File: config.mk
export PLATFORM = sky130hd
export DESIGN_NAME = split_arbiter
export DESIGN_NICKNAME = d
export VERILOG_FILES = /design/src/rtl/split_arbiter_pkg.sv /design/src/rtl/split_arbiter_tracker.sv /design/src/rtl/split_arbiter.sv
export SDC_FILE = /design/constraint.sdc
export NUM_CORES = 1
export LEC_CHECK = 0
export CAP_MARGIN = 0
export CORE_ASPECT_RATIO = 0.75
export CORE_MARGIN = 1.5
export CORE_UTILIZATION = 50
export DETAILED_ROUTE_END_ITERATION = 10
export DONT_BUFFER_PORTS = 1
export HOLD_SLACK_MARGIN = 0.12
export MAX_ROUTING_LAYER = met4
export SYNTH_ARGS = -nofsm -noshare
export SYNTH_HDL_FRONTEND = slang
export SYNTH_SLANG_ARGS = --single-unit
export TNS_END_PERCENT = 50
File: constraint.sdc
create_clock -name clk -period 1.8 [get_ports clk]
set_input_delay 0.36 -clock clk [delete_from_list [all_inputs] [get_ports clk]]
set_output_delay 0.36 -clock clk [all_outputs]
set_load 0.05 [all_outputs]
File: src/rtl/split_arbiter_pkg.sv
// Shared types and encodings for the two-master split-transaction arbiter.
package split_arbiter_pkg;

    typedef enum logic [1:0] {
        IDLE = 2'd0,
        ARB  = 2'd1,
        OWN  = 2'd2
    } state_e;

    localparam logic [1:0] SLV_S1      = 2'd0;
    localparam logic [1:0] SLV_S2      = 2'd1;
    localparam logic [1:0] SLV_S3      = 2'd2;
    localparam logic [1:0] SLV_INVALID = 2'd3;

    localparam logic MASTER_M1 = 1'b0;
    localparam logic MASTER_M2 = 1'b1;

endpackage

File: src/rtl/split_arbiter_tracker.sv
// Per-master park record: remembers which slave split this master off the
// bus and reports when that slave has released its split again.
module split_tracker
    import split_arbiter_pkg::*;
#(
    parameter int SLAVE_LEN = 2
) (
    input  logic                        clk,
    input  logic                        reset,
    input  logic                        set,
    input  logic [SLAVE_LEN-1:0]        set_slave,
    input  logic                        clear,
    input  logic                        request,
    input  logic [(1<<SLAVE_LEN)-1:0]   split_en,
    output logic                        parked,
    output logic                        resume_ready
);

    logic [SLAVE_LEN-1:0] slave_q;

    // Park flag: explicit clear wins, then a new split, then a dropped request.
    always_ff @(posedge clk) begin
        if (reset) begin
            parked  <= 1'b0;
            slave_q <= SLV_S1;
        end else if (clear) begin
            parked <= 1'b0;
        end else if (set) begin
            parked  <= 1'b1;
            slave_q <= set_slave;
        end else if (!request) begin
            parked <= 1'b0;
        end
    end

    assign resume_ready = parked && !split_en[slave_q];

endmodule

File: src/rtl/split_arbiter.sv
// Two-master bus arbiter with split parking and a hold-timeout watchdog.
//
// state | meaning
// IDLE  | no owner; wait for an eligible request
// ARB   | single arbitration cycle, winner latched on exit
// OWN   | winner holds the bus until done, split or watchdog
module split_arbiter
    import split_arbiter_pkg::*;
#(
    parameter int SLAVE_LEN = 2,
    parameter int TIMEOUT   = 255
) (
    input  logic                 clk,
    input  logic                 reset,
    input  logic                 m1_request,
    input  logic                 m2_request,
    input  logic [SLAVE_LEN-1:0] m1_slave_sel,
    input  logic [SLAVE_LEN-1:0] m2_slave_sel,
    input  logic                 trans_done,
    input  logic                 s1_split_en,
    input  logic                 s2_split_en,
    input  logic                 s3_split_en,
    output logic                 m1_grant,
    output logic                 m2_grant,
    output logic                 arbiter_busy,
    output logic                 bus_busy,
    output logic                 master_sel,
    output logic [SLAVE_LEN-1:0] slave_sel,
    output logic                 m1_split,
    output logic                 m2_split,
    output logic                 timeout
);

    localparam int NSLV = 1 << SLAVE_LEN;
    // Down-counter loaded with TIMEOUT-1 so terminal count lands on the last grant cycle.
    localparam int TW = (TIMEOUT > 1) ? $clog2(TIMEOUT) : 1;
    localparam logic [TW-1:0] TMR_LOAD = (TIMEOUT > 0) ? TW'(TIMEOUT - 1) : '0;

    state_e          state;
    logic            last_winner;
    logic [TW-1:0]   timer;
    logic [NSLV-1:0] split_vec;

    logic m1_resume, m2_resume;
    logic m1_elig, m2_elig, m1_resuming, m2_resuming;
    logic winner, owning, ev_done, ev_split, ev_timeout;

    assign split_vec = {{(NSLV-3){1'b0}}, s3_split_en, s2_split_en, s1_split_en};

    // Eligibility, winner selection and ownership-ending events.
    always_comb begin
        m1_elig     = m1_request && (m1_slave_sel != SLV_INVALID) && (!m1_split || m1_resume);
        m2_elig     = m2_request && (m2_slave_sel != SLV_INVALID) && (!m2_split || m2_resume);
        m1_resuming = m1_elig && m1_split;
        m2_resuming = m2_elig && m2_split;
        if (m1_resuming != m2_resuming)
            winner = m1_resuming ? MASTER_M1 : MASTER_M2;
        else if (m1_elig && m2_elig)
            winner = ~last_winner;
        else
            winner = m1_elig ? MASTER_M1 : MASTER_M2;
        owning     = (state == OWN);
        ev_done    = owning && trans_done;
        ev_split   = owning && !trans_done && split_vec[slave_sel];
        ev_timeout = owning && !trans_done && !split_vec[slave_sel] &&
                     (TIMEOUT != 0) && (timer == '0);
    end

    split_tracker #(.SLAVE_LEN(SLAVE_LEN)) u_trk_m1 (
        .clk          (clk),
        .reset        (reset),
        .set          (ev_split && (master_sel == MASTER_M1)),
        .set_slave    (slave_sel),
        .clear        ((ev_done || ev_timeout) && (master_sel == MASTER_M1)),
        .request      (m1_request),
        .split_en     (split_vec),
        .parked       (m1_split),
        .resume_ready (m1_resume)
    );

    split_tracker #(.SLAVE_LEN(SLAVE_LEN)) u_trk_m2 (
        .clk          (clk),
        .reset        (reset),
        .set          (ev_split && (master_sel == MASTER_M2)),
        .set_slave    (slave_sel),
        .clear        ((ev_done || ev_timeout) && (master_sel == MASTER_M2)),
        .request      (m2_request),
        .split_en     (split_vec),
        .parked       (m2_split),
        .resume_ready (m2_resume)
    );

    // Sequencer with registered grant, select and status outputs.
    always_ff @(posedge clk) begin
        if (reset) begin
            state        <= IDLE;
            last_winner  <= MASTER_M2;
            timer        <= '0;
            m1_grant     <= 1'b0;
            m2_grant     <= 1'b0;
            arbiter_busy <= 1'b0;
            bus_busy     <= 1'b0;
            master_sel   <= MASTER_M1;
            slave_sel    <= '0;
            timeout      <= 1'b0;
        end else begin
            timeout <= 1'b0;
            case (state)
                IDLE: begin
                    if (m1_elig || m2_elig) begin
                        state        <= ARB;
                        arbiter_busy <= 1'b1;
                    end
                end
                ARB: begin
                    arbiter_busy <= 1'b0;
                    if (m1_elig || m2_elig) begin
                        state       <= OWN;
                        master_sel  <= winner;
                        slave_sel   <= (winner == MASTER_M2) ? m2_slave_sel : m1_slave_sel;
                        last_winner <= winner;
                        m1_grant    <= (winner == MASTER_M1);
                        m2_grant    <= (winner == MASTER_M2);
                        bus_busy    <= 1'b1;
                        timer       <= TMR_LOAD;
                    end else begin
                        state <= IDLE;
                    end
                end
                OWN: begin
                    if (ev_done || ev_split || ev_timeout) begin
                        state    <= IDLE;
                        m1_grant <= 1'b0;
                        m2_grant <= 1'b0;
                        bus_busy <= 1'b0;
                        timeout  <= ev_timeout;
                    end else if (timer != '0) begin
                        timer <= timer - TW'(1);
                    end
                end
                default: state <= IDLE;
            endcase
        end
    end

endmodule

* Word-level counts from Yosys, hierarchy flattened
Index checks and enable logic that the tools add are counted.
** Storage, ports and cells
- Register bits after elaboration :: 25
- Output and inout bits :: 10
- Bits of input ports :: 12
- Logic and storage cells :: 113
** Operators by class
- $add $sub $neg :: 1
- Bitwise gates (word level) :: 7
- Reduce and logical (&&, ||, !) cells :: 45
- Muxes and demuxes :: 31
- $lt $le $gt $ge :: 3
- Equal/unequal tests :: 12
** Operators by type and width (count)
- 8-bit two-way mux :: 3
- 1-bit logical AND :: 18
- 8-bit one-hot mux with 2 select lines :: 1
- 1-bit two-way mux :: 15
- 2-bit != test, second input constant :: 5
- 2-bit AND reduction :: 5
- 2-bit by 3-bit less-than comparator with 1-bit output, second input constant :: 3
- 8-bit logical NOT :: 1
- 2-bit two-way mux :: 4
- 2-bit by 1-bit != test with 1-bit output, second input constant :: 4
- 1-bit one-hot mux with 2 select lines :: 4
- 8-bit nonzero test :: 1
- 8-bit by 1-bit subtractor with 8-bit output, second input constant :: 1
- 1-bit NOT :: 7
- 1-bit binary-select mux with 2-bit select :: 3
- 1-bit logical NOT :: 6
- 1-bit logical OR :: 6
- 2-bit one-hot mux with 3 select lines :: 1
- 4-bit AND reduction :: 1
- 2-bit nonzero test :: 2
- 2-bit OR reduction :: 2
- 3-bit AND reduction :: 1
- 3-bit OR reduction :: 1
- 2-bit by 1-bit equality test with 1-bit output, second input constant :: 1
- 3 further kinds :: 3

* Depth between registers and ports, before layout
Gate-level depths: netlist of the first run.
- Depth in word-level cells :: 12
- Gate-level depth with buffers :: 7

* Cells and area by module
From an unflattened synthesis of the first run, not the netlist that was laid out.
** Second synthesis, totals
- Cell total of the unflattened synthesis :: 163
- Area total of the unflattened synthesis :: 1430.1 um2
** By module, submodules not included
- split_arbiter :: times used 1, area each 1164.9 um2, seq. area each 380.4 um2, cells each 139
- split_tracker :: times used 2, area each 132.6 um2, seq. area each 60.1 um2, cells each 12

* Least setup slack after synthesis of the first run
Ideal clock, no wire load.
- Path kind :: reg-to-reg
- Start :: register slave_sel[1]
- End :: register timer[4]
- Period minus slack after synthesis :: 1.980 ns
- Path slack :: -0.180 ns
- Cell stages (with the launch flop) :: 7
- Buffers on the path :: 1
- Arrival time :: 1.859 ns
- Cells stage by stage :: dfxtp_1 > mux2i_1 > o21ai_1 > nor3_2 > buf_4 > a41oi_2 > a2bb2o_1
** On the way
- Word-level cells in the longest chain between the ends :: 8
- Elaborated cells between the ends (all ways) :: 10
- Those cells by class :: eq/ne (1); mux (2); reduce/logical (7)
** Ends and longest elaborated chain
- start, declared :: RTL line split_arbiter.sv:28 : output logic [SLAVE_LEN-1:0] slave_sel,
- start signal, assigned :: RTL line split_arbiter.sv:120 : slave_sel <= (winner == MASTER_M2) ? m2_slave_sel : m1_slave_sel;
- 1-bit binary-select mux with 2-bit select (*) :: RTL line split_arbiter.sv:64, split_arbiter.sv:65
- 1-bit two-way mux (implied by the code) (*) :: RTL line split_arbiter.sv:64, split_arbiter.sv:65
- 1-bit logical NOT :: RTL line split_arbiter.sv:65 : ev_timeout = owning && !trans_done && !split_vec[slave_sel] &&
- 1-bit logical AND :: RTL line split_arbiter.sv:65
- 1-bit logical AND :: RTL line split_arbiter.sv:66 : (TIMEOUT != 0) && (timer == '0);
- 1-bit logical OR (*) :: RTL line split_arbiter.sv:131 : if (ev_done || ev_split || ev_timeout) begin
- 2-bit != test (no line) (*)
- 4-bit AND reduction (no line) (*)
- end signal, assigned :: RTL line split_arbiter.sv:138 : timer <= timer - TW'(1);
- end, declared :: RTL line split_arbiter.sv:41 : logic [TW-1:0] timer;
Mark *: on every way between the ends. The rest lies on a longest branch, timed or not. The select of a mux whose other input is x is not followed.
A chain may end at the register's enable or synchronous reset.

* Worst setup path in the final report of the first run
- Start :: register timer[0]
- End :: register timer[6]
** On the way
- Word-level cells in the longest chain between the ends :: 5
- Elaborated cells between the ends (all ways) :: 11
- Those cells by class :: add/sub (1); eq/ne (2); mux (3); reduce/logical (5)
** Ends and longest elaborated chain
- branches (longest 5 deep; another with 8-bit by 1-bit subtractor with 8-bit output)
Several ways; the timed one is not identified. The select of a mux whose other input is x is not followed.

==> impl_metrics.json, run 1 <==
{
  "outcome": "finished, final reports clean",
  "drv.max_cap_violation_count": 0,
  "dominant_cell_type_by_area_after_synthesis": "sky130_fd_sc_hd__dfxtp_1",
  "timing.final.crit_share": 0.966,
  "timing.setup.tns_ns": 0,
  "crit_path_start_kind": "flop",
  "grtUsageMet3": 0.0577,
  "report.final.setup_viol": 0,
  "synth.avg_cell_area_um2": 9.44,
  "total_standard_cell_area_after_synthesis_mm2": 0.00141,
  "syn_inst": 149,
  "termination_of_the_worst_setup_path": "timer[6]$_SDFFE_PP0P_",
  "worst-path-max-fanout": 4,
  "post_dp_hpwl_um": 2660,
  "pwr-share-comb": 0.291,
  "port_buffers": 0,
  "fp.dieArea_mm2": 0.00314,
  "insertion_delay_ns": 0.27,
  "finalWirelength_um": 3460,
  "clockBufferDepth": 2,
  "hold_viol_final": 0,
  "placeableCoreArea_mm2": 0.00264,
  "avgViaCountPerCell": 5.99,
  "finalPower_mw": 1.50,
  "required_ns": 1.97,
  "synth_cell_types": 51,
  "power_density_mw_per_mm2": 891,
  "initial_utilization": 0.532,
  "finalCriticalPeriod_ns": 1.74,
  "ctsHtreeMaxLevel": 1,
  "clock_power_share": 0.228,
  "cpPeakStageDelay_ns": 0.33,
  "met1_demand_to_capacity_share_in_global_routing": 0.368,
  "category_of_the_most_critical_setup_path": "flop to flop",
  "gp_routability_congestion": 0.829,
  "fmax_ghz": 0.575,
  "critPathArrivalTime_ns": 1.91,
  "maxSlewHeadroom": 0.641,
  "antenna-diode-count": 0,
  "synthDominantCellAreaShare": 0.356,
  "most_common_flop_cell_mapped_by_yosys": "sky130_fd_sc_hd__dfxtp_1",
  "antenna_found_initial": 0,
  "p_sw_frac": 0.356,
  "r2r_slack_ns": 0.06,
  "yosysWarningCount": 0,
  "setup_repair_after_global_routing_missed_its_margin": "yes",
  "global_route.usage.met2": 0.366,
  "num-fill-cells": 238,
  "critical-path-slowest-cell": "sky130_fd_sc_hd__dfxtp_2",
  "detail_route.wl_per_cell_um": 17.0,
  "clock_slew_seen_by_the_registers_of_the_worst_setup_and_hold_paths_ns": 0.09,
  "worstSetupEndpointType": "flop",
  "vdd.ir_drop.worst_uv": 542,
  "p_leak_nw": 0.646,
  "cts.root.buffer_cell": "sky130_fd_sc_hd__clkbuf_8",
  "detail_route.iter0.violations": 123,
  "worstReg2RegStart": "timer[0]$_SDFFE_PP0P_",
  "dr_total_vias": 1215,
  "placementRows": 16,
  "overall_die_height_um": 48.9,
  "synth_enable_flop_cells": 0,
  "cts-hold-fix-buffers": 0,
  "cell_internal_pwr_mw": 0.965,
  "clock-sinks": 25,
  "synth_most_common_cell": "sky130_fd_sc_hd__dfxtp_1",
  "final_net_count": 185,
  "crit_path_from": "timer[0]$_SDFFE_PP0P_",
  "synth_common_cells": "sky130_fd_sc_hd__dfxtp_1, sky130_fd_sc_hd__nand2_1, sky130_fd_sc_hd__nor2_1",
  "worstMarginPinSlew_ns": 0.537,
  "grt-ovfl-total": 0,
  "layout-drive-gt1-share": 0.329,
  "maxSlewViolCount": 0,
  "number_of_buffers_inserted_during_clock_tree_synthesis": 3,
  "antenna_left": 0,
  "path_cells": "inv_1 > ha_2 > and4b_2 > nor3_4 > buf_4 > a31oi_1 > a2bb2o_1",
  "hold_path_class": "primary input to flop",
  "gr-usage-all-layers": 0.252,
  "flops_latches_synth": 25,
  "drt_pre_antenna_iters": 4,
  "synth_top_cells_by_area": "sky130_fd_sc_hd__dfxtp_1, sky130_fd_sc_hd__mux2i_1, sky130_fd_sc_hd__ha_1",
  "post-route-drc-count": 0,
  "flow.area_growth_from_synthesis_pct": 19.6,
  "top_ports": 22,
  "busiest_layer": "met1",
  "min_delay_path_depth": 1,
  "grt_first_pass_wirelength_um": 5910,
  "synthesis.nets": 166,
  "largest_net_degree_at_the_start_of_global_routing": 22,
  "cts_tree": "done",
  "async_flop_share": 0,
  "die-width_um": 64.2,
  "number_of_global_route_vias_before_repair": 1190,
  "r2r_end": "timer[6]$_SDFFE_PP0P_",
  "clock-skew-final_ns": 0.00508,
  "timing.reg2reg.worst_path_depth": 7,
  "min-delay-start": "reset",
  "power.sequential.fraction": 0.482,
  "netSwitchingPower_mw": 0.533,
  "synth_sequential_area_ratio": 0.356
}
==> critical path, delay by kind of cell, from the launching register on <==
family / cells / cell delay [ns]
and+or+nand+nor: 2 / 0.52
AOI/OAI and AO/OA: 2 / 0.35
buffers and inverters: 2 / 0.26
DFF: 1 / 0.33
adders and majority gates: 1 / 0.17
==> layer usage <==
layer	part of all wire	up-vias
li1	-	594
met1	0.53	600
met2	0.43	19
met3	0.040	2
met4	0.0038	0
met5	0	-
==> final cells by class <==
type | instances | area, um^2 | area share
Multi-Input combinational cell | 108 | 898 | 0.534
Sequential cell | 25 | 505 | 0.301
Inverter | 11 | 41.3 | 0.0246
Timing Repair Buffer | 19 | 146 | 0.0871
Clock buffer | 4 | 45.0 | 0.0268
Tap cell | 36 | 45.0 | 0.0268
==> per-stage QoR <==
stage                     std cells   util  hold WS, ns  cell area, um^2  setup slack (ns)
after detailed placement        197  0.587        0.423             1550            0.0419
after global placement          197  0.587        0.422             1550             0.123
after global routing            203  0.636        0.125             1680          -0.00892
final                           203  0.636        0.138             1680            0.0609
after floorplan                 149      -        0.462             1410           0.00881
after CTS                       201  0.604        0.133             1600            0.0364
==> power by group through the flow <==
stage,combinational (mW),clock [mW],sequential (mW)
after floorplan,0.271,0,0.745
after global placement,0.380,0,0.726
after detailed placement,0.388,0,0.731
after CTS,0.390,0.344,0.717
after global routing,0.480,0.368,0.732
final,0.436,0.341,0.722
==> layout by cell type (no fill, tap or decap), types with 3 or more instances in the layout <==
cell type | netlist | routed
sky130_fd_sc_hd__a21oi_1 | 7 | 7
sky130_fd_sc_hd__a41oi_2 | 3 | 3
sky130_fd_sc_hd__buf_4 | 1 | 18
sky130_fd_sc_hd__clkbuf_8 | 0 | 3
sky130_fd_sc_hd__dfxtp_1 | 25 | 21
sky130_fd_sc_hd__dfxtp_2 | 0 | 4
sky130_fd_sc_hd__ha_1 | 5 | 4
sky130_fd_sc_hd__inv_1 | 9 | 8
sky130_fd_sc_hd__inv_2 | 2 | 3
sky130_fd_sc_hd__mux2i_1 | 9 | 7
sky130_fd_sc_hd__nand2_1 | 11 | 11
sky130_fd_sc_hd__nand3_1 | 3 | 3
sky130_fd_sc_hd__nor2_1 | 11 | 11
sky130_fd_sc_hd__nor3_1 | 5 | 5
sky130_fd_sc_hd__o21a_1 | 3 | 3
sky130_fd_sc_hd__o32ai_2 | 1 | 3
==> worst min-delay path by stage <==
stage	end
global placement	u_trk_m2.parked$_SDFFE_PP0P_
global route	u_trk_m2.parked$_SDFFE_PP0P_
floorplan	timer[0]$_SDFFE_PP0P_
finish	timer[0]$_SDFFE_PP0P_
CTS	u_trk_m2.parked$_SDFFE_PP0P_
detailed placement	u_trk_m2.parked$_SDFFE_PP0P_
==> state kept, by name, summed over array words and instances, names as in the netlist <==
signal	count
bus_busy	1
u_trk_m2.slave_q	2
timeout	1
u_trk_m1.parked	1
u_trk_m2.parked	1
u_trk_m1.slave_q	2
arbiter_busy	1
state	2
master_sel	1
last_winner	1
timer	8
m1_grant	1
slave_sel	2
m2_grant	1
==> cell families (layout without fill, tap and decap cells) <==
logic type / after synthesis / after routing / synth area share
and+or+nand+nor: 49 / 49 / 0.196
AOI/OAI and AO/OA: 44 / 44 / 0.282
DFF: 25 / 25 / 0.356
buffers and inverters: 16 / 34 / 0.0507
muxes: 9 / 9 / 0.0641
adders and majority gates: 6 / 6 / 0.0516
==> timing repair <==
item	in CTS	in global routing
endpoints found under the setup margin	0	10
buffers inserted	0	2
gates resized for setup	0	17
(Power assumes the default switching activity.)
==> inputs of run 2 (changes only) <==
- MAX_ROUTING_LAYER: met4 -> default
==> impl_metrics.json, run 2 (synthesized netlist as in run 1, its figures left out) <==
{
  "final_net_count": 185,
  "antenna_left": 0,
  "placementRows": 16,
  "number_of_global_route_vias_before_repair": 1188,
  "most_frequent_standard_cell_in_the_layout_excluding_fill_and_tap_cells": "sky130_fd_sc_hd__dfxtp_1",
  "clock_slew_seen_by_the_registers_of_the_worst_setup_and_hold_paths_ns": 0.09,
  "hold_viol_final": 0,
  "cts.root.buffer_cell": "sky130_fd_sc_hd__clkbuf_8",
  "worst-path-max-fanout": 4,
  "placeableCoreArea_mm2": 0.00264,
  "antenna_found_initial": 0,
  "avgViaCountPerCell": 5.96,
  "finalWirelength_um": 3460,
  "post_dp_hpwl_um": 2660,
  "finalPower_mw": 1.50,
  "largest_net_degree_at_the_start_of_global_routing": 22,
  "clock-skew-final_ns": 0.00488,
  "outcome": "finished, final reports clean",
  "drv.max_cap_violation_count": 0,
  "holdWs_ns": 0.138,
  "worstSetupEndpointType": "flop",
  "p_leak_nw": 0.646,
  "finalCriticalPeriod_ns": 1.74,
  "grt_first_pass_wirelength_um": 5910,
  "maxSlewHeadroom": 0.642,
  "gp_routability_congestion": 0.817,
  "cell_internal_pwr_mw": 0.965,
  "fmax_ghz": 0.575,
  "clock-sinks": 25,
  "hold_path_class": "primary input to flop",
  "clockBufferDepth": 2,
  "most-common-layout-cells": "sky130_fd_sc_hd__dfxtp_1, sky130_fd_sc_hd__buf_4, sky130_fd_sc_hd__nand2_1, sky130_fd_sc_hd__nor2_1, sky130_fd_sc_hd__inv_1",
  "fp.dieArea_mm2": 0.00314,
  "place_ws_ns": 0.0419,
  "setup_repair_after_global_routing_missed_its_margin": "yes",
  "number_of_buffers_inserted_during_clock_tree_synthesis": 3,
  "top_ports": 22,
  "worstMarginPinSlew_ns": 0.536,
  "initial_utilization": 0.532,
  "gr-usage-all-layers": 0.245,
  "timing.final.crit_share": 0.966,
  "cts_tree": "done",
  "largest_register_ffs": 8,
  "power_density_mw_per_mm2": 891,
  "detail_route.wl_per_cell_um": 17.0,
  "drt_pre_antenna_iters": 4,
  "overall_die_height_um": 48.9,
  "required_ns": 1.97,
  "antenna-diode-count": 0,
  "post-route-drc-count": 0,
  "maxSlewViolCount": 0,
  "vdd.ir_drop.worst_uv": 541,
  "num-fill-cells": 238,
  "netSwitchingPower_mw": 0.533,
  "clock_power_share": 0.228,
  "grt-ovfl-total": 0,
  "post-route-worst-setup-slack_ns": 0.0617,
  "critPathArrivalTime_ns": 1.91,
  "layout-drive-gt1-share": 0.329,
  "regMostFlops": "timer",
  "crit_path_start_kind": "flop",
  "report.final.setup_viol": 0,
  "pwr-share-comb": 0.291,
  "detail_route.iter0.violations": 113,
  "port_buffers": 0,
  "power.sequential.fraction": 0.482,
  "ctsHtreeMaxLevel": 1,
  "category_of_the_most_critical_setup_path": "flop to flop",
  "die-width_um": 64.2,
  "dr_total_vias": 1209,
  "insertion_delay_ns": 0.27,
  "p_sw_frac": 0.356,
  "flow.area_growth_from_synthesis_pct": 19.6
}
run 2: cell counts in the layout (fill, tap and decap cells not counted):
No cell type changed its count.
run 2: worst max-delay path: stages, from the launching register on:
cell,delay (ns)
sky130_fd_sc_hd__dfxtp_2,0.33
sky130_fd_sc_hd__inv_1,0.06
sky130_fd_sc_hd__ha_2,0.17
sky130_fd_sc_hd__and4b_2,0.23
sky130_fd_sc_hd__nor3_4,0.29
sky130_fd_sc_hd__buf_4,0.20
sky130_fd_sc_hd__a31oi_1,0.08
sky130_fd_sc_hd__a2bb2o_1,0.27
run 2: per-stage QoR:
stage	instance area [um^2]	utilization	std cells	setup TNS, ns
2_1_floorplan	1410	-	149	0
3_3_place_gp	1550	0.587	197	0
3_5_place_dp	1550	0.587	197	0
4_1_cts	1600	0.604	201	0
5_1_grt	1680	0.636	203	-0.0187
6_report	1680	0.636	203	0
run 2: path summary, 6_finish.rpt:
check                         from                    end  slack [ns]  depth (start not counted)
max reg2reg  timer[0]$_SDFFE_PP0P_  timer[6]$_SDFFE_PP0P_        0.06                          7
min                          reset  timer[0]$_SDFFE_PP0P_        0.14                          1
min reg2reg  timer[1]$_SDFFE_PP0P_  timer[1]$_SDFFE_PP0P_        0.50                          1
max          timer[0]$_SDFFE_PP0P_  timer[6]$_SDFFE_PP0P_        0.06                          7
run 2: cell type report:
class / instances / area, um^2 / area share
sequential: 25 / 505 / 0.301
tap: 36 / 45.0 / 0.0268
clock buffer: 4 / 45.0 / 0.0268
inverter: 11 / 41.3 / 0.0246
timing repair buffer: 19 / 146 / 0.0871
multi-input combinational: 108 / 898 / 0.534
run 2: what timing repair did:
item                                    CTS  global route
resized for setup                         0            17
setup buffers                             0             2
hold buffers                              0             0
endpoints found under the setup margin    0            10
run 2: power groups by stage:
| stage | registers [mW] | logic [mW] | clock network [mW] |
|---|---|---|---|
| after floorplan | 0.745 | 0.271 | 0 |
| after global placement | 0.726 | 0.380 | 0 |
| after detailed placement | 0.731 | 0.388 | 0 |
| after CTS | 0.717 | 0.390 | 0.344 |
| after global routing | 0.732 | 0.480 | 0.368 |
| final | 0.721 | 0.436 | 0.341 |
run 2: routing by layer:
layer	up-vias	global-route usage	wire (um)	part of all wire
met2	23	0.366	1490	0.43
met5	-	0	0	0
met1	590	0.368	1800	0.52
met3	2	0.0577	149	0.043
li1	594	-	-	-
met4	0	0.0319	13	0.0038
==> inputs of run 3 (changes only) <==
- clock period: 1.8 -> 2 ns (I/O delays scaled with it)
==> impl_metrics.json, run 3 (synthesized netlist as in run 1, its figures left out) <==
{
  "layout-drive-gt1-share": 0.187,
  "timing.final.crit_share": 0.925,
  "cts_tree": "done",
  "setup_repair_after_global_routing_missed_its_margin": "no",
  "grt-ovfl-total": 0,
  "category_of_the_most_critical_setup_path": "flop to flop",
  "drt_pre_antenna_iters": 4,
  "place_ws_ns": 0.186,
  "fmax_ghz": 0.540,
  "ctsHtreeMaxLevel": 1,
  "regMostFlops": "timer",
  "gr-usage-all-layers": 0.215,
  "worstSetupEndpointType": "flop",
  "p_sw_frac": 0.352,
  "top_ports": 22,
  "num-fill-cells": 242,
  "maxSlewViolCount": 0,
  "vdd.ir_drop.worst_uv": 642,
  "clock_power_share": 0.231,
  "insertion_delay_ns": 0.27,
  "dr_total_vias": 1130,
  "post_cts_sizing_count": 0,
  "most_frequent_standard_cell_in_the_layout_excluding_fill_and_tap_cells": "sky130_fd_sc_hd__dfxtp_1",
  "die-width_um": 64.2,
  "number_of_global_route_vias_before_repair": 1100,
  "placeableCoreArea_mm2": 0.00264,
  "netSwitchingPower_mw": 0.446,
  "avgViaCountPerCell": 5.92,
  "hold_viol_final": 0,
  "flow.area_growth_from_synthesis_pct": 8.10,
  "drv.max_cap_violation_count": 0,
  "worstMarginPinSlew_ns": 0.530,
  "p_leak_nw": 0.573,
  "largest_net_degree_at_the_start_of_global_routing": 22,
  "cts.root.buffer_cell": "sky130_fd_sc_hd__clkbuf_8",
  "detail_route.iter0.violations": 92,
  "finalWirelength_um": 3080,
  "crit_path_start_kind": "flop",
  "maxSlewHeadroom": 0.646,
  "cell_internal_pwr_mw": 0.822,
  "final_net_count": 173,
  "critPathArrivalTime_ns": 2.01,
  "detail_route.wl_per_cell_um": 16.1,
  "worst-path-max-fanout": 13,
  "finalCriticalPeriod_ns": 1.85,
  "grt_first_pass_wirelength_um": 5220,
  "clock-sinks": 25,
  "design_area_mm2": 0.00152,
  "post_placement_cell_area_mm2": 0.00147,
  "post-route-drc-count": 0,
  "gp_routability_congestion": 0.804,
  "power_density_mw_per_mm2": 834,
  "antenna_found_initial": 0,
  "initial_utilization": 0.532,
  "fp.dieArea_mm2": 0.00314,
  "pwr-share-comb": 0.258,
  "port_buffers": 0,
  "antenna_left": 0,
  "cpPeakStageDelay_ns": 0.45,
  "power.sequential.fraction": 0.511,
  "placementRows": 16,
  "number_of_buffers_inserted_during_clock_tree_synthesis": 3,
  "report.final.setup_viol": 0,
  "most-common-layout-cells": "sky130_fd_sc_hd__dfxtp_1, sky130_fd_sc_hd__nand2_1, sky130_fd_sc_hd__nor2_1, sky130_fd_sc_hd__inv_1, sky130_fd_sc_hd__mux2i_1",
  "hold_path_class": "primary input to flop",
  "antenna-diode-count": 0,
  "outcome": "finished, final reports clean",
  "largest_register_ffs": 8,
  "path_cells": "nand2b_1 > o2111ai_2 > nand3_2 > o211ai_2 > a2bb2o_1",
  "clock_slew_seen_by_the_registers_of_the_worst_setup_and_hold_paths_ns": 0.09,
  "post-route-worst-setup-slack_ns": 0.149,
  "clock-skew-final_ns": 0.00659,
  "overall_die_height_um": 48.9,
  "required_ns": 2.16,
  "post_dp_hpwl_um": 2400,
  "timing.setup.tns_ns": 0,
  "cts-hold-fix-buffers": 0,
  "critical-path-slowest-cell": "sky130_fd_sc_hd__dfxtp_1",
  "number_of_buffers_inserted_by_post_cts_setup_repair": 0,
  "clockBufferDepth": 2
}
run 3: routing by layer:
layer / track usage / share of wire / up-vias
met5: 0 / 0 / -
met4: 0.0319 / 0.0042 / 0
met3: 0.0508 / 0.032 / 2
met2: 0.316 / 0.43 / 14
met1: 0.325 / 0.53 / 545
li1: - / - / 569
run 3: power by group through the flow:
stage                     Clock (mW)  Sequential [mW]  Combinational [mW]
after floorplan                    0            0.670               0.244
after global placement             0            0.656               0.316
after detailed placement           0            0.659               0.325
after CTS                      0.302            0.647               0.327
after global routing           0.320            0.657               0.364
final                          0.293            0.648               0.327
run 3: final cells by class:
cell class                 count  area (um^2)  share of cell area
multi-input combinational    108          835               0.549
sequential                    25          500               0.329
inverter                      11         41.3              0.0272
timing repair buffer           7         52.6              0.0346
tap                           36         45.0              0.0296
clock inverter                 1         5.00             0.00329
clock buffer                   3         41.3              0.0272
run 3: stage by stage:
step                hold slack (ns)  std cells   util  power [mW]
floorplan                     0.462        149      -       0.914
CTS                           0.182        191  0.575        1.28
global route                  0.181        191  0.575        1.34
global placement              0.470        187  0.558       0.972
finish                        0.200        191  0.575        1.27
detailed placement            0.471        187  0.558       0.984
run 3: path summary, 6_finish.rpt:
path | from | to | slack, ns | cells after the start
setup / recovery | u_trk_m1.parked$_SDFFE_PP0P_ | timer[6]$_SDFFE_PP0P_ | 0.15 | 5
hold / removal | reset | u_trk_m2.parked$_SDFFE_PP0P_ | 0.20 | 1
setup reg to reg | u_trk_m1.parked$_SDFFE_PP0P_ | timer[6]$_SDFFE_PP0P_ | 0.15 | 5
hold reg to reg | timer[3]$_SDFFE_PP0P_ | timer[3]$_SDFFE_PP0P_ | 0.51 | 2
run 3: worst max-delay path, delay by kind of cell (launching register included):
kind,cells,cell delay [ns]
compound gates,3,0.85
simple gates,2,0.43
flops,1,0.45
